File: config.mk
export PLATFORM = sky130hd
export DESIGN_NAME = fir_bank_sequencer
export DESIGN_NICKNAME = d
export VERILOG_FILES = /design/src/rtl/fir_bank_sequencer_pkg.sv /design/src/rtl/fir_bank_sequencer_mac.sv /design/src/rtl/fir_bank_sequencer.sv
export SDC_FILE = /design/constraint.sdc
export NUM_CORES = 1
export LEC_CHECK = 0
export BUFFER_PORTS_ARGS = -buffer_cell sky130_fd_sc_hd__buf_2
export CAP_MARGIN = 0
export CELL_PAD_IN_SITES_DETAIL_PLACEMENT = 0
export CELL_PAD_IN_SITES_GLOBAL_PLACEMENT = 1
export CORE_MARGIN = 4
export CORE_UTILIZATION = 45
export CTS_CLUSTER_DIAMETER = 60
export DETAILED_ROUTE_END_ITERATION = 6
export PLACE_DENSITY_LB_ADDON = 0.1
export SYNTH_ARGS = -nofsm -noshare
export SYNTH_HDL_FRONTEND = slang
export SYNTH_SLANG_ARGS = --single-unit
export TNS_END_PERCENT = 30
File: constraint.sdc
create_clock -name clock -period 7.2 [get_ports clock]
set_input_delay 2.16 -clock clock [delete_from_list [all_inputs] [get_ports clock]]
set_output_delay 2.16 -clock clock [all_outputs]
set_load 0.01 [all_outputs]
File: src/rtl/fir_bank_sequencer_pkg.sv
// Package: fir_bank_sequencer_pkg
// Purpose: shared types and constants for the FIR bank sequencer and its MAC.
//   - seq_state_e : sequencer states (IDLE / RUN / FLUSH)
//   - widths      : ring depth, sample, coefficient, product and output widths
//   - fit_y       : maps the wide accumulator onto the 18-bit output, either
//                   by plain truncation (wrap) or by clamping to the Y_W range.
package fir_bank_sequencer_pkg;

  typedef enum logic [1:0] {
    ST_IDLE  = 2'd0,
    ST_RUN   = 2'd1,
    ST_FLUSH = 2'd2
  } seq_state_e;

  localparam int RING_DEPTH = 32;
  localparam int PTR_W      = 5;
  localparam int SAMPLE_W   = 8;
  localparam int COEFF_W    = 10;
  localparam int PROD_W     = 18;
  localparam int Y_W        = 18;

  // Wide accumulator value -> output word; sat_en selects clamp vs wrap.
  function automatic logic [Y_W-1:0] fit_y(input logic signed [31:0] v,
                                           input logic sat_en);
    logic [Y_W-1:0] r;
    if (sat_en && (v > 32'sd131071)) begin
      r = 18'h1FFFF;
    end else if (sat_en && (v < -32'sd131072)) begin
      r = 18'h20000;
    end else begin
      r = v[Y_W-1:0];
    end
    return r;
  endfunction

endpackage

File: src/rtl/fir_bank_sequencer_mac.sv
// Module: fir_mac
// Purpose: registered 8x10 signed multiply followed by a signed accumulate.
//   The product of cycle n is added into the accumulator in cycle n+1, so the
//   combinational acc_sum (acc + sign-extended prod) is the value the
//   accumulator would take next; the sequencer reads it during FLUSH.
// Ports:
//   clock, reset : clock and synchronous active-high reset
//   clear        : zero product and accumulator on the next edge
//   enable       : load a new product and fold the previous one into acc
//   sample       : signed 8-bit operand
//   coeff        : signed 10-bit operand
//   acc_sum      : acc + sext(prod), ACC_W bits signed
module fir_mac
  import fir_bank_sequencer_pkg::*;
#(
  parameter int ACC_W = 24
) (
  input  logic                       clock,
  input  logic                       reset,
  input  logic                       clear,
  input  logic                       enable,
  input  logic signed [SAMPLE_W-1:0] sample,
  input  logic signed [COEFF_W-1:0]  coeff,
  output logic signed [ACC_W-1:0]    acc_sum
);

  logic signed [PROD_W-1:0] prod_q, prod_d;
  logic signed [ACC_W-1:0]  acc_q, acc_d;

  // Next product/accumulator: clear wins over enable, otherwise hold.
  always_comb begin
    acc_sum = acc_q + {{(ACC_W-PROD_W){prod_q[PROD_W-1]}}, prod_q};
    prod_d  = prod_q;
    acc_d   = acc_q;
    if (clear) begin
      prod_d = {PROD_W{1'b0}};
      acc_d  = {ACC_W{1'b0}};
    end else if (enable) begin
      prod_d = PROD_W'(sample) * PROD_W'(coeff);
      acc_d  = acc_sum;
    end else begin
      prod_d = prod_q;
      acc_d  = acc_q;
    end
  end

  // Product and accumulator registers.
  always_ff @(posedge clock) begin
    if (reset) begin
      prod_q <= {PROD_W{1'b0}};
      acc_q  <= {ACC_W{1'b0}};
    end else begin
      prod_q <= prod_d;
      acc_q  <= acc_d;
    end
  end

endmodule

File: src/rtl/fir_bank_sequencer.sv
// Module: fir_bank_sequencer
// Purpose: time-multiplexes one MAC across NBANDS FIR filters of NTAPS taps.
//   Each accepted sample goes into a 32-entry ring; the sequencer then walks
//   tap 0..NTAPS-1 for band 0, flushes, and repeats for each band. Each band
//   takes NTAPS+1 cycles and produces one y_valid pulse.
// Optional feature: define FIR_SEQ_SATURATE_EN to clamp y instead of wrapping.
// Ports:
//   clock, reset  : clock and synchronous active-high reset
//   ready, x      : new-sample strobe and signed sample
//   coeff_index   : tap index to the coefficient ROM (0 outside RUN)
//   band_sel      : band select to the ROM mux (0 outside RUN)
//   coeff         : signed coefficient, combinational from the ROM
//   y, y_band     : filter output and the band it belongs to
//   y_valid       : one-cycle strobe when y/y_band update
//   busy          : high while a sample is being sequenced
//   overrun       : one-cycle strobe, a sample arrived while busy and was dropped
module fir_bank_sequencer
  import fir_bank_sequencer_pkg::*;
#(
  parameter int NBANDS = 4,
  parameter int NTAPS  = 31,
  parameter int ACC_W  = 24
) (
  input  logic                clock,
  input  logic                reset,
  input  logic                ready,
  input  logic [SAMPLE_W-1:0] x,
  output logic [4:0]          coeff_index,
  output logic [2:0]          band_sel,
  input  logic [COEFF_W-1:0]  coeff,
  output logic [Y_W-1:0]      y,
  output logic [2:0]          y_band,
  output logic                y_valid,
  output logic                busy,
  output logic                overrun
);

`ifdef FIR_SEQ_SATURATE_EN
  localparam logic SAT_EN = 1'b1;
`else
  localparam logic SAT_EN = 1'b0;
`endif

  localparam logic [PTR_W-1:0] TAP_LAST  = PTR_W'(NTAPS - 1);
  localparam logic [2:0]       BAND_LAST = 3'(NBANDS - 1);

  seq_state_e            state_q, state_d;
  logic [PTR_W-1:0]      wr_ptr_q, wr_ptr_d;
  logic [PTR_W-1:0]      tap_q, tap_d;
  logic [2:0]            band_q, band_d;
  logic [2:0]            band_sel_q, band_sel_d;
  logic [Y_W-1:0]        y_q, y_d;
  logic [2:0]            y_band_q, y_band_d;
  logic                  y_valid_q, y_valid_d;
  logic                  busy_q, busy_d;
  logic                  overrun_q, overrun_d;
  logic [SAMPLE_W-1:0]   ring_q [RING_DEPTH];
  logic                  ring_we;
  logic                  mac_clear, mac_en;
  logic [PTR_W-1:0]      rd_ptr;
  logic signed [ACC_W-1:0] acc_sum;
  logic                  last_tap, last_band;

  // Newest sample sits at wr_ptr-1; tap k reads k samples further back.
  assign rd_ptr    = wr_ptr_q - 5'd1 - tap_q;
  assign last_tap  = (tap_q == TAP_LAST);
  assign last_band = (band_q == BAND_LAST);

  fir_mac #(.ACC_W(ACC_W)) u_mac (
    .clock   (clock),
    .reset   (reset),
    .clear   (mac_clear),
    .enable  (mac_en),
    .sample  (ring_q[rd_ptr]),
    .coeff   (coeff),
    .acc_sum (acc_sum)
  );

  // State register.
  always_ff @(posedge clock) begin
    if (reset) begin
      state_q <= ST_IDLE;
    end else begin
      state_q <= state_d;
    end
  end

  // Next-state logic.
  always_comb begin
    state_d = state_q;
    case (state_q)
      ST_IDLE:  if (ready)     state_d = ST_RUN;   else state_d = ST_IDLE;
      ST_RUN:   if (last_tap)  state_d = ST_FLUSH; else state_d = ST_RUN;
      ST_FLUSH: if (last_band) state_d = ST_IDLE;  else state_d = ST_RUN;
      default:  state_d = ST_IDLE;
    endcase
  end

  // Datapath control and output next-values.
  always_comb begin
    wr_ptr_d  = wr_ptr_q;
    tap_d     = tap_q;
    band_d    = band_q;
    y_d       = y_q;
    y_band_d  = y_band_q;
    y_valid_d = 1'b0;
    ring_we   = 1'b0;
    mac_clear = 1'b1;
    mac_en    = 1'b0;
    // A strobe outside IDLE is dropped and flagged one cycle later.
    overrun_d = ready && (state_q != ST_IDLE);
    case (state_q)
      ST_IDLE: begin
        if (ready) begin
          ring_we  = 1'b1;
          wr_ptr_d = wr_ptr_q + 5'd1;
          band_d   = 3'd0;
          tap_d    = 5'd0;
        end else begin
          ring_we  = 1'b0;
        end
      end
      ST_RUN: begin
        mac_clear = 1'b0;
        mac_en    = 1'b1;
        if (last_tap) tap_d = 5'd0; else tap_d = tap_q + 5'd1;
      end
      ST_FLUSH: begin
        // acc_sum already includes the final product; the MAC clears for the next band.
        y_d       = fit_y(32'(acc_sum), SAT_EN);
        y_band_d  = band_q;
        y_valid_d = 1'b1;
        if (last_band) band_d = 3'd0; else band_d = band_q + 3'd1;
      end
      default: begin
        mac_clear = 1'b1;
      end
    endcase
    busy_d = (state_d != ST_IDLE);
    if (state_d == ST_RUN) band_sel_d = band_d; else band_sel_d = 3'd0;
  end

  // Counter and output registers.
  always_ff @(posedge clock) begin
    if (reset) begin
      wr_ptr_q   <= 5'd0;
      tap_q      <= 5'd0;
      band_q     <= 3'd0;
      band_sel_q <= 3'd0;
      y_q        <= 18'd0;
      y_band_q   <= 3'd0;
      y_valid_q  <= 1'b0;
      busy_q     <= 1'b0;
      overrun_q  <= 1'b0;
    end else begin
      wr_ptr_q   <= wr_ptr_d;
      tap_q      <= tap_d;
      band_q     <= band_d;
      band_sel_q <= band_sel_d;
      y_q        <= y_d;
      y_band_q   <= y_band_d;
      y_valid_q  <= y_valid_d;
      busy_q     <= busy_d;
      overrun_q  <= overrun_d;
    end
  end

  // Sample ring; cleared on reset so a fresh start sees silence history.
  always_ff @(posedge clock) begin
    if (reset) begin
      for (int i = 0; i < RING_DEPTH; i++) ring_q[i] <= {SAMPLE_W{1'b0}};
    end else if (ring_we) begin
      ring_q[wr_ptr_q] <= x;
    end else begin
      ring_q[wr_ptr_q] <= ring_q[wr_ptr_q];
    end
  end

  assign coeff_index = tap_q;
  assign band_sel    = band_sel_q;
  assign y           = y_q;
  assign y_band      = y_band_q;
  assign y_valid     = y_valid_q;
  assign busy        = busy_q;
  assign overrun     = overrun_q;

endmodule
== Yosys cells after proc, flatten, opt, wreduce, memory -nomap -nowiden ==
Memories as Yosys holds them, arrays and structs flattened.
Cells that the tools add are included.
Storage, ports and cells
  memories kept: 1
  bits in registers: 84
  output and inout port bits: 32
  input bits: 21
  memory bits (writable): 256
Memory list
  ring_q: words 32, bits a word 8, read ports 1, clocked after Yosys merged registers in 0, wr ports 32, RTL line fir_bank_sequencer.sv:57  | logic [SAMPLE_W-1:0] ring_q [RING_DEPTH];
Operators by class
  equal/unequal tests: 7
  bitwise logic cells: 3
  reduce and logical (&&, ||, !) cells: 11
  $add $sub $neg: 6
  muxes and demuxes: 26
  $mul: 1
Operators with widths (number)
  $add A24 B24 Y24: 1
  $mul A8 B10 Y18: 1
  $mux W8: 2
  $mux W1: 15
  $mux W5: 3
  $add A5 B1 Y5 const B: 2
  $pmux W5 S2: 1
  $reduce_or A8 Y1: 1
  $mux W3: 2
  $pmux W2 S3: 1
  $pmux W3 S2: 1
  $reduce_and A2 Y1: 3
  $reduce_bool A2 Y1: 3
  $eq A5 B5 Y1 const B: 1
  $sub A5 B1 Y5 const B: 1
  $sub A5 B5 Y5: 1
  $eq A2 B1 Y1 const B: 2
  $reduce_or A2 Y1: 2
  $add A3 B1 Y3 const B: 1
  $eq A3 B2 Y1 const B: 1
  $eq A2 B2 Y1 const B: 1
  $logic_not A2 Y1: 1
  $mux W2: 1
  $ne A2 B2 Y1 const B: 1
  other kinds (4): 5

== Logic depth before layout (Yosys ltp) ==
Gate-level depths: netlist of run 1.
  depth after elaboration: 9
  depth in mapped cells: 27

== Cells and area by module ==
A second synthesis of run 1 with hierarchy kept.
Unflattened totals
  cell total of the unflattened synthesis: 1894
  area total of the unflattened synthesis: 20183.1 um^2
By module, submodules not included
  fir_bank_sequencer: area each 14213.6 um^2, cells an instance 1198, instances 1, seq. area each 8528.2 um^2
  fir_mac: area each 5969.5 um^2, cells an instance 696, instances 1, seq. area each 840.8 um^2

== Least setup slack after synthesis of run 1 ==
Ideal clock, no wire load.
  path kind: register to register
  start: reg tap_q[0], in the netlist coeff_index[0]
  end: reg u_mac.prod_q[17]
  cell stages (with the launch flop): 24
  arrival: 6.567 ns
  slack: 0.508 ns
  cells stage by stage: dfxtp_1 > inv_1 > ha_1 > fa_1 > xnor2_1 > buf_4 > mux4_2 > mux2i_4 > nand2b_1 > fa_1 > fa_1 > inv_1 > fa_1 > inv_1 > fa_1 > inv_1 > ha_1 > a21oi_1 > o22ai_1 > o2111a_1 > a311oi_1 > o21bai_1 > xnor2_1 > nor2_1
Between the ends
  longest elaborated chain between the ends: 3
Ends and longest elaborated chain
  start: declaration: RTL line fir_bank_sequencer.sv:49  | logic [PTR_W-1:0] tap_q, tap_d;
  start signal: assignment: RTL line fir_bank_sequencer.sv:157  | tap_q <= tap_d;
  $sub A5 B5 Y5: RTL line fir_bank_sequencer.sv:65  | assign rd_ptr = wr_ptr_q - 5'd1 - tap_q;
  $mem_v2 Z32 W8
  $mul A8 B10 Y18: RTL line fir_bank_sequencer_mac.sv:39  | prod_d = PROD_W'(sample) * PROD_W'(coeff);
  end signal: assignment: RTL line fir_bank_sequencer_mac.sv:50  | prod_q <= {PROD_W{1'b0}};
  end signal: assignment: RTL line fir_bank_sequencer_mac.sv:53  | prod_q <= prod_d;
  end: declaration: RTL line fir_bank_sequencer_mac.sv:27  | logic signed [PROD_W-1:0] prod_q, prod_d;
No other way between the ends.
A chain may end at the register's enable or synchronous reset.

== Final worst setup path of run 1 ==
Ends and elaborated chain as after synthesis.

==> flow_summary.toml, run 1 <==
[sta]
timing.fmax_ghz = 0.147
rsz0062_at_grt = "no"
maxSlewViolCount = 0
max_slew_margin_pct = 31.8
setup_violations = 0
layout_min_cycle_time_ns = 6.81
worstMarginPinSlew_ns = 1.02
layout_worst_path_cycle_share_pct = 94.6
skew_ns = 0.0267
setup-tns-final_ns = 0
finalHoldViolations = 0

[worst_setup_path]
arrival_ns = 7.20
critPathTopFamily = "adder cells"
crit_top_cell = "fa_1"
r2r_cells = 22
cp_num_cells = 22
r2r_setup_slack_ns = 0.39
slowest_stage = "fa_2"
r2r-end = "u_mac.prod_q[17]$_SDFFE_PP0P_"
worstPathBufferInverterCount = 5
cpPeakStageDelay_ns = 0.61
path_max_fanout = 9
path_class = "flip-flop to flip-flop"
crit_chain = "inv_1 > ha_4 > fa_2 > buf_4 > mux4_2 > mux4_2 > mux2i_4 > buf_4 > nor2b_1 > fa_1 > fa_1 > fa_1 > inv_1 > fa_1 > inv_1 > ha_1 > or3_1 > o2111a_1 > a311oi_1 > o21bai_1 > xnor2_1 > nor2_1"
startpoint_type = "flip-flop"
worstPathRequired_ns = 7.59
r2r-start = "coeff_index[0]$_SDFFE_PP0P_"
end_kind = "flip-flop"

[cts]
clk_latency_ns = 0.57
cts_buffers = 41
cts_root_buf = "clkbuf_16"
htree_num_levels = 2
clock-sinks = 334
cts_resized = 0
cts_tree = "done"
cts.path.max_buffers = 3
clk_pin_slew_ns = 0.06

[power]
power_switching_mw = 3.21
leakagePower_nw = 8.24
pwr-share-seq_pct = 26.3
power_density_nw_per_um2 = 403
pwr-share-comb_pct = 49.3
p_sw_share_pct = 38.6
p_int_mw = 5.12
pwr-share-clk_pct = 24.4
ir_worst_vdd_uv = 428

[final_layout]
final_common_cell = "and2_1"
fin_nets = 1669
stdcell_area_sq_um = 20600
num_antenna_cells = 0
drive_gt1_share_pct = 17.1
layout_common_cells = "277 x and2_1, 256 x edfxtp_1, 116 x inv_1, 104 x nor2_1, 78 x dfxtp_1"
synthToLayoutAreaGrowth_pct = 12.6

[global_routing]
grt-ovfl-total = 0
grt_pass1_vias = 11400
grt_usage_pct = 20.5
antenna_found_initial = 0
grt_pass1_wl_um = 68900
grt_max_degree = 71

[min_path]
min_to = "y[9]$_SDFFE_PP0P_"
min_from = "y[9]$_SDFFE_PP0P_"
hold_class = "flip-flop to flip-flop"
whs_path_depth = 2

[logic_synthesis]
synth_area_per_cell_sq_um = 12.6
ys_types = 57
synth-seq-area-share_pct = 50.4
async_flop_share_pct = 0
ys_warn_count = 0
syn_nets = 1608
syn-cell-area_sq_um = 18300
ys_seq_elements = 334
synth-main-ff-cell = "edfxtp_1"
syn_inst = 1457
synth_edf_count = 256

[drt]
drt-wirelength-per-cell_um = 21.5
antenna_left = 0
finalWirelength_um = 44600
via_per_inst = 5.33
first_pass_iters = 7
drc = 0
drtIter0Drc = 852
num_vias = 11100

[floorplan]
fp-row-count = 73
die_h_um = 210
core-area_sq_um = 40000
ios = 53
start_util_pct = 45.8
die_area_sq_um = 44100
die_x_um = 210

[placed_design]
gp_congestion = 0.836
portBuffers = 52
hpwl_um = 30900
placed_area_sq_um = 19300

[job]
maxCapViolations = 0

[status]
status = "finished, final reports clean"
-- worst min-delay path: stages (launching register included) --
cell and delay (ns):
dfxtp_1 0.31, nand2_1 0.05, a21oi_1 0.05
-- power by group through the flow --
| stage | Clock [mW] | Sequential [mW] | Combinational [mW] |
|---|---|---|---|
| floorplan | 0 | 2.21 | 3.14 |
| global placement | 0 | 2.23 | 4.16 |
| detailed placement | 0 | 2.23 | 4.16 |
| CTS | 2.08 | 2.19 | 4.19 |
| global route | 2.17 | 2.19 | 4.71 |
| finish | 2.04 | 2.19 | 4.11 |
-- repair_timing --
action                                  CTS  global route
setup buffers                             0             4
endpoints found under the setup margin    0             3
hold buffers                              0             0
-- layout make-up --
type,count,area (sq um)
clock buffer,56,1120
clock inverter,18,230
multi-input combinational,944,8420
sequential,334,9250
inverter,117,442
fill,3500,19400
tap,525,657
timing repair buffer,80,533
-- layer usage --
metal | vias up | track usage (%) | wire [um]
met5 | - | 0 | 0
met4 | 0 | 6.93 | 1380
met3 | 67 | 2.78 | 2120
met2 | 250 | 33.3 | 21400
met1 | 5579 | 28.8 | 19700
li1 | 5166 | - | -
-- stage by stage --
step                      worst slack, ns  std cells  hold WS (ns)  total power [mW]  utilization (%)
final                               0.392       2074         0.455              8.33             51.6
after global routing               0.0511       2074         0.472              9.07             51.6
after CTS                           0.323       2070         0.457              8.46             51.5
after detailed placement            0.342       1996         0.448              6.39             48.1
after global placement              0.460       1996         0.443              6.38             48.1
after floorplan                     0.508       1457         0.441              5.35                -
-- cell usage after synthesis, drive strengths merged, types with 12 or more instances --
cell	number	area share, %
clkbuf	50	1.0
nor2	105	2.2
o21ai	22	0.60
nand2b	16	0.55
nor2b	55	1.9
dfxtp	78	8.5
fa	69	7.5
inv	117	2.4
mux4	76	9.3
mux2i	16	1.3
and2	277	9.4
ha	61	4.2
xor2	17	0.81
edfxtp	256	42
a21oi	36	0.98
xnor2	23	1.1
or2	33	1.1
nand2	36	0.74
buf	12	0.37
-- worst max-delay path by stage --
stage,slack [ns],startpoint,end
after floorplan,0.51,coeff_index[0]$_SDFFE_PP0P_,u_mac.prod_q[17]$_SDFFE_PP0P_
after global placement,0.46,coeff_index[2]$_SDFFE_PP0P_,u_mac.prod_q[17]$_SDFFE_PP0P_
after detailed placement,0.34,coeff_index[0]$_SDFFE_PP0P_,u_mac.prod_q[17]$_SDFFE_PP0P_
after CTS,0.32,coeff_index[0]$_SDFFE_PP0P_,u_mac.prod_q[17]$_SDFFE_PP0P_
after global routing,0.05,coeff_index[0]$_SDFFE_PP0P_,u_mac.prod_q[17]$_SDFFE_PP0P_
final,0.39,coeff_index[0]$_SDFFE_PP0P_,u_mac.prod_q[17]$_SDFFE_PP0P_
-- kinds of logic (layout without fill, tap and decap cells) --
kind of cell,Yosys count,count (layout),synth area share [%]
adders and majority gates,130,130,11.7
and+or+nand+nor,567,567,17.5
buffers and inverters,179,271,3.80
muxes,93,93,10.7
xor gates and xnor gates,40,40,1.91
AOI/OAI and AO/OA,114,114,4.00
DFF,334,334,50.4
-- registers in the layout (all words and copies together) (netlist names) --
register / count
y_band: 3
y_valid: 1
state_q: 2
u_mac.prod_q: 18
coeff_index: 5
y: 18
band_q: 3
busy: 1
overrun: 1
band_sel: 3
wr_ptr_q: 5
ring_q: 256
u_mac.acc_q: 18
No activity file was read; power rests on OpenSTA's default activity.
==> inputs of run 2 (changes only) <==
RECOVER_POWER = 100   (was unset)
==> flow_summary.toml, run 2 (synthesis results as in run 1) <==
[floorplan]
die_x_um = 210
core-area_sq_um = 40000
fp-row-count = 73
ios = 53
die_area_sq_um = 44100
die_h_um = 210
start_util_pct = 45.8

[sta]
setup-tns-final_ns = 0
layout_worst_path_cycle_share_pct = 94.5
maxSlewViolCount = 71
worstMarginPinSlew_ns = 3.49
max_slew_margin_pct = -132
setup_violations = 0
layout_min_cycle_time_ns = 6.80
finalHoldViolations = 0
timing.fmax_ghz = 0.147
rsz0062_at_grt = "no"
worst_hold_slack_ns = 0.457
skew_ns = 0.0257

[cts]
cts_root_buf = "clkbuf_16"
cts.path.max_buffers = 3
clock-sinks = 334
cts_hold_buf = 0
clk_pin_slew_ns = 0.06
htree_num_levels = 2
cts_tree = "done"
clk_latency_ns = 0.57
cts_buffers = 41

[final_layout]
final_common_cell = "edfxtp_1"
num_antenna_cells = 0
top_register = "ring_q"
layout_common_cells = "256 x edfxtp_1, 160 x and2_0, 117 x and2_1, 116 x inv_1, 104 x nor2_1"
fin_nets = 1669
instances_no_fill = 2074
synthToLayoutAreaGrowth_pct = 12.3
stdcell_area_sq_um = 20600
drive_gt1_share_pct = 12.8
largest_register_ff_count = 256
finish.utilization_pct = 51.5

[placed_design]
dp.cells = 1996
portBuffers = 52
gp_congestion = 0.836
hpwl_um = 30900
placed_area_sq_um = 19300

[worst_setup_path]
path_class = "flip-flop to flip-flop"
r2r-end = "u_mac.prod_q[17]$_SDFFE_PP0P_"
crit_top_cell = "fa_1"
slowest_stage = "fa_2"
crit_chain = "inv_1 > ha_4 > fa_2 > buf_12 > mux4_2 > mux4_2 > mux2i_4 > buf_4 > nor2b_1 > fa_1 > fa_1 > fa_1 > inv_1 > fa_1 > inv_1 > ha_1 > or3_1 > o2111a_1 > a311oi_1 > o21bai_1 > xnor2_1 > nor2_1"
startpoint_type = "flip-flop"
r2r_cells = 22
r2r-start = "coeff_index[0]$_SDFFE_PP0P_"
path_max_fanout = 33
end_kind = "flip-flop"
r2r_setup_slack_ns = 0.40
cpPeakStageDelay_ns = 0.61
worstPathRequired_ns = 7.59
arrival_ns = 7.19

[job]
maxCapViolations = 1

[min_path]
min_to = "y_band[2]$_SDFFE_PP0P_"
min_from = "y_band[2]$_SDFFE_PP0P_"
whs_path_depth = 2
hold_class = "flip-flop to flip-flop"

[global_routing]
grt_usage_pct = 20.5
antenna_found_initial = 0
grt_max_degree = 71
grt_pass1_vias = 11400
grt-ovfl-total = 0
grt_pass1_wl_um = 68900

[drt]
finalWirelength_um = 44700
num_vias = 11100
drtIter0Drc = 838
antenna_left = 0
drt-wirelength-per-cell_um = 21.5
first_pass_iters = 5
via_per_inst = 5.34
drc = 0

[power]
leakagePower_nw = 7.87
ir_worst_vdd_uv = 425
power_density_nw_per_um2 = 404

[status]
violations = "capacitance limit, slew limit"
status = "finished with violations"
-- run 2: changes by cell type in the layout (fill, tap and decap cells not counted), sizes merged --
cell    delta
clkbuf    +34
buf       -34
-- run 2: timing repair --
item / CTS / global route
gates resized for setup: 0 / 0
buffers inserted: 0 / 4
endpoints found under the setup margin: 0 / 3
-- run 2: how the worst max path moves through the flow --
stage                     cells after the start                   startpoint                       endpoint
after floorplan                              23  coeff_index[0]$_SDFFE_PP0P_  u_mac.prod_q[17]$_SDFFE_PP0P_
after global placement                       25  coeff_index[2]$_SDFFE_PP0P_  u_mac.prod_q[17]$_SDFFE_PP0P_
after detailed placement                     22  coeff_index[0]$_SDFFE_PP0P_  u_mac.prod_q[17]$_SDFFE_PP0P_
after CTS                                    22  coeff_index[0]$_SDFFE_PP0P_  u_mac.prod_q[17]$_SDFFE_PP0P_
after global routing                         24  coeff_index[0]$_SDFFE_PP0P_  u_mac.prod_q[17]$_SDFFE_PP0P_
final                                        22  coeff_index[0]$_SDFFE_PP0P_  u_mac.prod_q[17]$_SDFFE_PP0P_
-- run 2: per-layer routing --
layer  vias to the layer above  part of all wire (%)  GRT usage, %  routed length, um
met1                      5599                    45          28.8              19900
met4                         0                   3.2          6.93               1420
met5                         -                     0             0                  0
met2                       241                    48          33.3              21400
met3                        68                   4.4          2.78               1980
li1                       5161                     -             -                  -
-- run 2: power by group --
part	leakage (nW)	total (mW)	internal, mW	switching, mW
Clock	0.655	2.03	1.21	0.820
Combinational	3.94	4.10	1.75	2.35
Sequential	3.28	2.19	2.15	0.0348
-- run 2: final cells by class --
type / instances / area [sq um]
clock buffers: 56 / 1120
flip-flops and latches: 334 / 9250
inverters: 117 / 442
fillers: 3518 / 19400
well taps: 525 / 657
clock inverters: 18 / 230
multi-input cells: 944 / 8420
repair buffers: 80 / 483
-- run 2: worst max-delay path, delay by kind of cell (launching register included) --
family	cells	cell delay [ns]
AO/OA/AOI/OAI	3	0.69
flip-flops	1	0.32
AND/OR/NAND/NOR	3	0.51
multiplexers	3	1.16
buffers and inverters	5	0.64
adder cells (fa/ha/maj)	7	3.10
XOR/XNOR	1	0.17
-- run 2: stage by stage --
step	total power [mW]	setup slack (ns)
global placement	6.38	0.460
detailed placement	6.39	0.342
floorplan	5.35	0.508
global route	9.07	0.0531
finish	8.32	0.399
CTS	8.46	0.323
